## src/rtl/ahbmtx_pkg.sv

```systemverilog
// Shared AHB matrix definitions: transfer/response encodings and decoder sizing.
package ahbmtx_pkg;

    typedef enum logic [1:0] {
        HTRANS_IDLE   = 2'b00,
        HTRANS_BUSY   = 2'b01,
        HTRANS_NONSEQ = 2'b10,
        HTRANS_SEQ    = 2'b11
    } htrans_e;

    typedef enum logic [1:0] {
        HRESP_OKAY  = 2'b00,
        HRESP_ERROR = 2'b01,
        HRESP_RETRY = 2'b10,
        HRESP_SPLIT = 2'b11
    } hresp_e;

    localparam int NUM_SLAVES   = 4;
    localparam int DATA_W       = 32;
    localparam int DECERR_CNT_W = 8;

    // True for transfer types that carry data and therefore need a response.
    function automatic logic is_active_trans(input logic [1:0] trans);
        return (trans == HTRANS_NONSEQ) || (trans == HTRANS_SEQ);
    endfunction

endpackage

```

## src/rtl/ahbmtx_addr_decoder_default_slave.sv

```systemverilog
// Default slave for unmapped regions: zero-wait OKAY for IDLE/BUSY,
// two-cycle ERROR response for NONSEQ/SEQ.
module AhbMtx_default_slave
    import ahbmtx_pkg::*;
(
    input  logic       HCLK,
    input  logic       HRESETn,
    input  logic       HSEL,
    input  logic [1:0] HTRANS,
    input  logic       HREADY,
    output logic       HREADYOUT,
    output logic [1:0] HRESP
);

    typedef enum logic [1:0] {
        DS_IDLE = 2'b00,
        DS_ERR1 = 2'b01,
        DS_ERR2 = 2'b10
    } ds_state_e;

    ds_state_e state, state_nxt;
    logic      accept;

    assign accept = HSEL && HREADY && is_active_trans(HTRANS);

    always_ff @(posedge HCLK or negedge HRESETn) begin
        if (!HRESETn) begin
            state <= DS_IDLE;
        end else begin
            state <= state_nxt;
        end
    end

    // ERR2 completes the error while HREADY is high, so a new access may start there.
    always_comb begin
        state_nxt = state;
        HREADYOUT = 1'b1;
        HRESP     = HRESP_OKAY;
        case (state)
            DS_IDLE: begin
                if (accept) state_nxt = DS_ERR1;
            end
            DS_ERR1: begin
                HREADYOUT = 1'b0;
                HRESP     = HRESP_ERROR;
                state_nxt = DS_ERR2;
            end
            DS_ERR2: begin
                HRESP     = HRESP_ERROR;
                state_nxt = accept ? DS_ERR1 : DS_IDLE;
            end
            default: state_nxt = DS_IDLE;
        endcase
    end

endmodule

```

## src/rtl/ahbmtx_addr_decoder.sv

```systemverilog
// AHB address decoder with data-phase response mux, internal default slave and
// decode-error counter. Define AHBMTX_DEC_REMAP_EN to let REMAP alias region 0 to slave 1.
module ahbmtx_addr_decoder
    import ahbmtx_pkg::*;
#(
    parameter logic [3:0] S0_BASE = 4'h0,
    parameter logic [3:0] S1_BASE = 4'h2,
    parameter logic [3:0] S2_BASE = 4'h4,
    parameter logic [3:0] S3_BASE = 4'h5
) (
    input  logic                           HCLK,
    input  logic                           HRESETn,
    input  logic [31:0]                    HADDR,
    input  logic [1:0]                     HTRANS,
    input  logic                           REMAP,
    output logic [NUM_SLAVES-1:0]          HSELS,
    output logic                           HSELDEF,
    input  logic [NUM_SLAVES-1:0]          HREADYOUTS,
    input  logic [2*NUM_SLAVES-1:0]        HRESPS,
    input  logic [DATA_W*NUM_SLAVES-1:0]   HRDATAS,
    output logic                           HREADY,
    output logic [1:0]                     HRESP,
    output logic [DATA_W-1:0]              HRDATA,
    output logic [DECERR_CNT_W-1:0]        DECERR_CNT
);

    logic [3:0]              region;
    logic                    remap_act;
    logic [NUM_SLAVES:0]     dsel;
    logic                    def_hreadyout;
    logic [1:0]              def_hresp;
    logic [DECERR_CNT_W-1:0] decerr_cnt;
    logic [27:0]             unused_haddr_lsb;

    assign region           = HADDR[31:28];
    assign unused_haddr_lsb = HADDR[27:0];

`ifdef AHBMTX_DEC_REMAP_EN
    assign remap_act = REMAP;
`else
    logic unused_remap;
    assign remap_act    = 1'b0;
    assign unused_remap = REMAP;
`endif

    // Priority chain: duplicate bases resolve to the lowest slave index.
    always_comb begin
        HSELS = '0;
        if (remap_act && (region == 4'h0)) begin
            HSELS[1] = 1'b1;
        end else if (region == S0_BASE) begin
            HSELS[0] = 1'b1;
        end else if (region == S1_BASE) begin
            HSELS[1] = 1'b1;
        end else if (region == S2_BASE) begin
            HSELS[2] = 1'b1;
        end else if (region == S3_BASE) begin
            HSELS[3] = 1'b1;
        end
    end

    assign HSELDEF = ~|HSELS;

    always_ff @(posedge HCLK or negedge HRESETn) begin
        if (!HRESETn) begin
            dsel <= 5'b10000;
        end else if (HREADY) begin
            dsel <= {HSELDEF, HSELS};
        end
    end

    AhbMtx_default_slave u_default_slave (
        .HCLK      (HCLK),
        .HRESETn   (HRESETn),
        .HSEL      (HSELDEF),
        .HTRANS    (HTRANS),
        .HREADY    (HREADY),
        .HREADYOUT (def_hreadyout),
        .HRESP     (def_hresp)
    );

    // dsel is one-hot, so the last matching term is the only one.
    always_comb begin
        HREADY = 1'b1;
        HRESP  = HRESP_OKAY;
        HRDATA = '0;
        for (int i = 0; i < NUM_SLAVES; i++) begin
            if (dsel[i]) begin
                HREADY = HREADYOUTS[i];
                HRESP  = HRESPS[i*2 +: 2];
                HRDATA = HRDATAS[i*DATA_W +: DATA_W];
            end
        end
        if (dsel[NUM_SLAVES]) begin
            HREADY = def_hreadyout;
            HRESP  = def_hresp;
            HRDATA = '0;
        end
    end

    always_ff @(posedge HCLK or negedge HRESETn) begin
        if (!HRESETn) begin
            decerr_cnt <= '0;
        end else if (dsel[NUM_SLAVES] && HREADY && (HRESP == HRESP_ERROR) && (decerr_cnt != '1)) begin
            decerr_cnt <= decerr_cnt + 1'b1;
        end
    end

    assign DECERR_CNT = decerr_cnt;

endmodule

```

## config.mk

```make
export PLATFORM = sky130hd
export DESIGN_NAME = ahbmtx_addr_decoder
export DESIGN_NICKNAME = d
export VERILOG_FILES = /design/src/rtl/ahbmtx_pkg.sv /design/src/rtl/ahbmtx_addr_decoder_default_slave.sv /design/src/rtl/ahbmtx_addr_decoder.sv
export SDC_FILE = /design/constraint.sdc
export NUM_CORES = 1
export LEC_CHECK = 0
export ABC_CLOCK_PERIOD_IN_PS = 3450
export BUFFER_PORTS_ARGS = -buffer_cell sky130_fd_sc_hd__buf_4
export CAP_MARGIN = 20
export CORE_AREA = 2 2 87 89
export DETAILED_ROUTE_END_ITERATION = 7
export DIE_AREA = 0 0 89 91
export GPL_TIMING_DRIVEN = 0
export PLACE_DENSITY = 0.64
export REMOVE_ABC_BUFFERS = 1
export SLEW_MARGIN = 15
export SYNTH_ARGS = -nofsm -noshare
export SYNTH_HDL_FRONTEND = slang
export SYNTH_SLANG_ARGS = --single-unit
```

## constraint.sdc

```tcl
create_clock -name HCLK -period 3.45 [get_ports HCLK]
set_input_delay 0.5175 -clock HCLK [delete_from_list [all_inputs] [get_ports HCLK]]
set_output_delay 0.5175 -clock HCLK [all_outputs]
set_load 0.02 [all_outputs]
```

==> flow_summary.yaml <==
status:
  status: "complete, no violations"
global_routing:
  grt_pass1_wl_um: 11730
  grt_util_all_layers_pct: 18.24
  grt_overflow_total: 0
  grt_pass1_vias: 2336
  antenna_found_initial: 0
  grt_max_degree: 51
yosys:
  synth_edf_count: 0
  ys_ff_latch: 15
  ys_async_sr_fraction_pct: 100.0
  yosysSeqAreaShare_pct: 20.03
  yosysTopAreaCell: "dfrtp_1"
  syn-cell-area_um2: 1881
  syn_inst: 241
  yosys_warnings: 0
  synth_top_area_share_pct: 18.63
  avgSynthCellArea_um2: 7.803
  synthFlopType: "dfrtp_1"
  ys_top_cells_by_area: "dfrtp_1 19%, a22o_1 15%, a22oi_1 13%"
  yosysUniqueCellTypes: 42
critical_path:
  cp_num_buf_inv: 3
  cp_data_arrival_time_ps: 2430
  reg2reg_slack_ps: 1040
  cp-end-kind: "output pin"
  path_delay_family: "flip-flops"
  crit_path_max_fanout: 38
  slowest_delay_ps: 870
  crit_chain: "nor2b_4 -> buf_12 -> a2111oi_4 -> o21ai_4 -> inv_1 -> buf_4"
  worstPathRequired_ps: 2930
  critical_path_class: "register to output pin"
  crit_slowest_cell: "dfrtp_2"
  cp-start-kind: "register"
sta:
  worstMarginPinSlew_ps: 772.8
  drv_slew: 0
  fin_crit_sh_pct: 85.56
  fin_crit_ps: 2952
  clock_skew_ps: 1.569
  slew_headroom_pct: 48.48
  fmax_mhz: 338.8
  setup_viol: 0
  rsz0062_at_grt: "no"
  hold_violations: 0
route:
  ant_nets: 0
  vias: 2594
  drt-total-wl_um: 8379
  drt_iter0_drc: 88
  via_per_inst: 5.008
  drc_errors: 0
  routedWlPerCell_um: 16.18
  first_pass_iters: 4
cts:
  clock_tree.buffer_depth: 2
  root_buffer: "clkbuf_8"
  h-tree-depth: 1
  cts_resized: 0
  clock_latency_ps: 250
  numCtsBuffers: 3
  tritoncts: "done"
  clkTransAtPathRegs_ps: 60
  cts_setup_buffers: 0
  cts_sinks: 15
  hold_buffers: 0
die:
  core_um2: 7137
  die_height_um: 91
  die-area_um2: 8099
  initial_utilization_pct: 26.35
  die_w_um: 89
  ios: 225
  num_rows: 31
run:
  cap_violations: 0
power:
  leakagePower_nw: 1.673
  vdd_drop_max_uv: 324.2
  power_mw: 1.186
  cellPowerDensity_nw_per_um2: 337.2
final_layout:
  nNetsFinal: 602
  post-route-util_pct: 49.30
  drive_gt1_share_pct: 52.03
  finalNonFillerCells: 518
  syn2layout_area_growth_pct: 87.09
  fin_area_um2: 3518
  diodes: 0
  nFillCells: 731
placement:
  gp_congestion: 0.8244
  dpl.cell_count: 514
  dp_hpwl_um: 6592
  portBuffers: 194
  dpl_cell_area_um2: 3473
hold_path:
  min_path_type: "input pin to asynchronous set/reset pin"
-- routing by layer --
metal  vias to the layer above  track usage (%)  wire length, µm
met5                         -                0                0
met4                         0            2.239               35
met3                         5            2.545              637
met2                        97            33.08             4351
met1                      1210            23.17             3354
li1                       1282                -                -
-- synthesized netlist by cell type (2+ instances only) --
| cell | count |
|---|---|
| a22o_1 | 33 |
| a22oi_1 | 33 |
| and3_1 | 3 |
| and3b_1 | 2 |
| and4_1 | 2 |
| buf_1 | 4 |
| buf_2 | 2 |
| clkbuf_1 | 17 |
| dfrtp_1 | 14 |
| ha_1 | 5 |
| inv_1 | 6 |
| mux2_2 | 2 |
| mux2_4 | 4 |
| nand2_1 | 39 |
| nand3_1 | 4 |
| nand4_1 | 2 |
| nor2b_1 | 2 |
| nor4b_1 | 2 |
| o21ai_0 | 37 |
| xnor2_1 | 5 |
| xor2_1 | 2 |
-- per-stage QoR --
| step | worst slack [ps] | hold slack (ps) | setup TNS (ps) |
|---|---|---|---|
| finish | 498.2 | 112.9 | 0 |
| global route | 332.4 | 126.5 | 0 |
| CTS | 465.6 | 116.1 | 0 |
| detailed placement | 750.9 | 385.8 | 0 |
| global placement | -1379 | 381.7 | -47950 |
| floorplan | 211.1 | 221.9 | 0 |
-- power by group --
| group | switching [mW] | internal, mW |
|---|---|---|
| Sequential | 0.0912 | 0.228 |
| Combinational | 0.354 | 0.370 |
| Clock | 0.0609 | 0.0818 |
| Total | 0.506 | 0.681 |
-- area by class of cell --
class	instances	area, µm²	share of cell area [%]
inverter	6	22.52	0.6401
tap	99	123.9	3.521
sequential	15	379.1	10.78
timing repair buffer	198	1544	43.88
multi-input combinational	196	1404	39.90
clock buffer	4	45.04	1.280
-- state kept, by name (all words and copies together), names as in the netlist --
| register | cells |
|---|---|
| DECERR_CNT | 8 |
| dsel | 5 |
| u_default_slave.state | 2 |
-- cell families after synthesis --
kind of cell,after synthesis,synth area share (%)
AOI/OAI and AO/OA,115,45.44
xor gates and xnor gates,7,3.260
adders and majority gates,5,3.327
buffers and inverters,30,6.520
DFF,15,20.03
muxes,7,4.924
and+or+nand+nor,62,16.50
-- worst paths after layout --
kind                                    start  depth (start not counted)             to
max in group asynchronous             HRESETn                          1        dsel[4]
worst min-delay path                  HRESETn                          1  DECERR_CNT[7]
worst min register to register  DECERR_CNT[5]                          1  DECERR_CNT[5]
worst max-delay path                  dsel[1]                          6         HREADY
worst max register to register        dsel[1]                          5        dsel[2]
min in group HCLK               DECERR_CNT[5]                          1  DECERR_CNT[5]
-- cells in the final DEF, fill, tap and decap left out, drive strengths merged, types with 3 or more instances in the layout --
cell type	synthesis	routed
nand2	39	39
dfrtp	14	14
a22oi	33	33
nor2b	3	3
o21ai	38	38
mux2	6	6
a22o	33	33
buf	7	198
clkbuf	17	4
inv	6	6
and3	3	3
nand3	4	4
ha	5	5
xnor2	5	5
No activity file was read; power rests on OpenSTA's default activity.
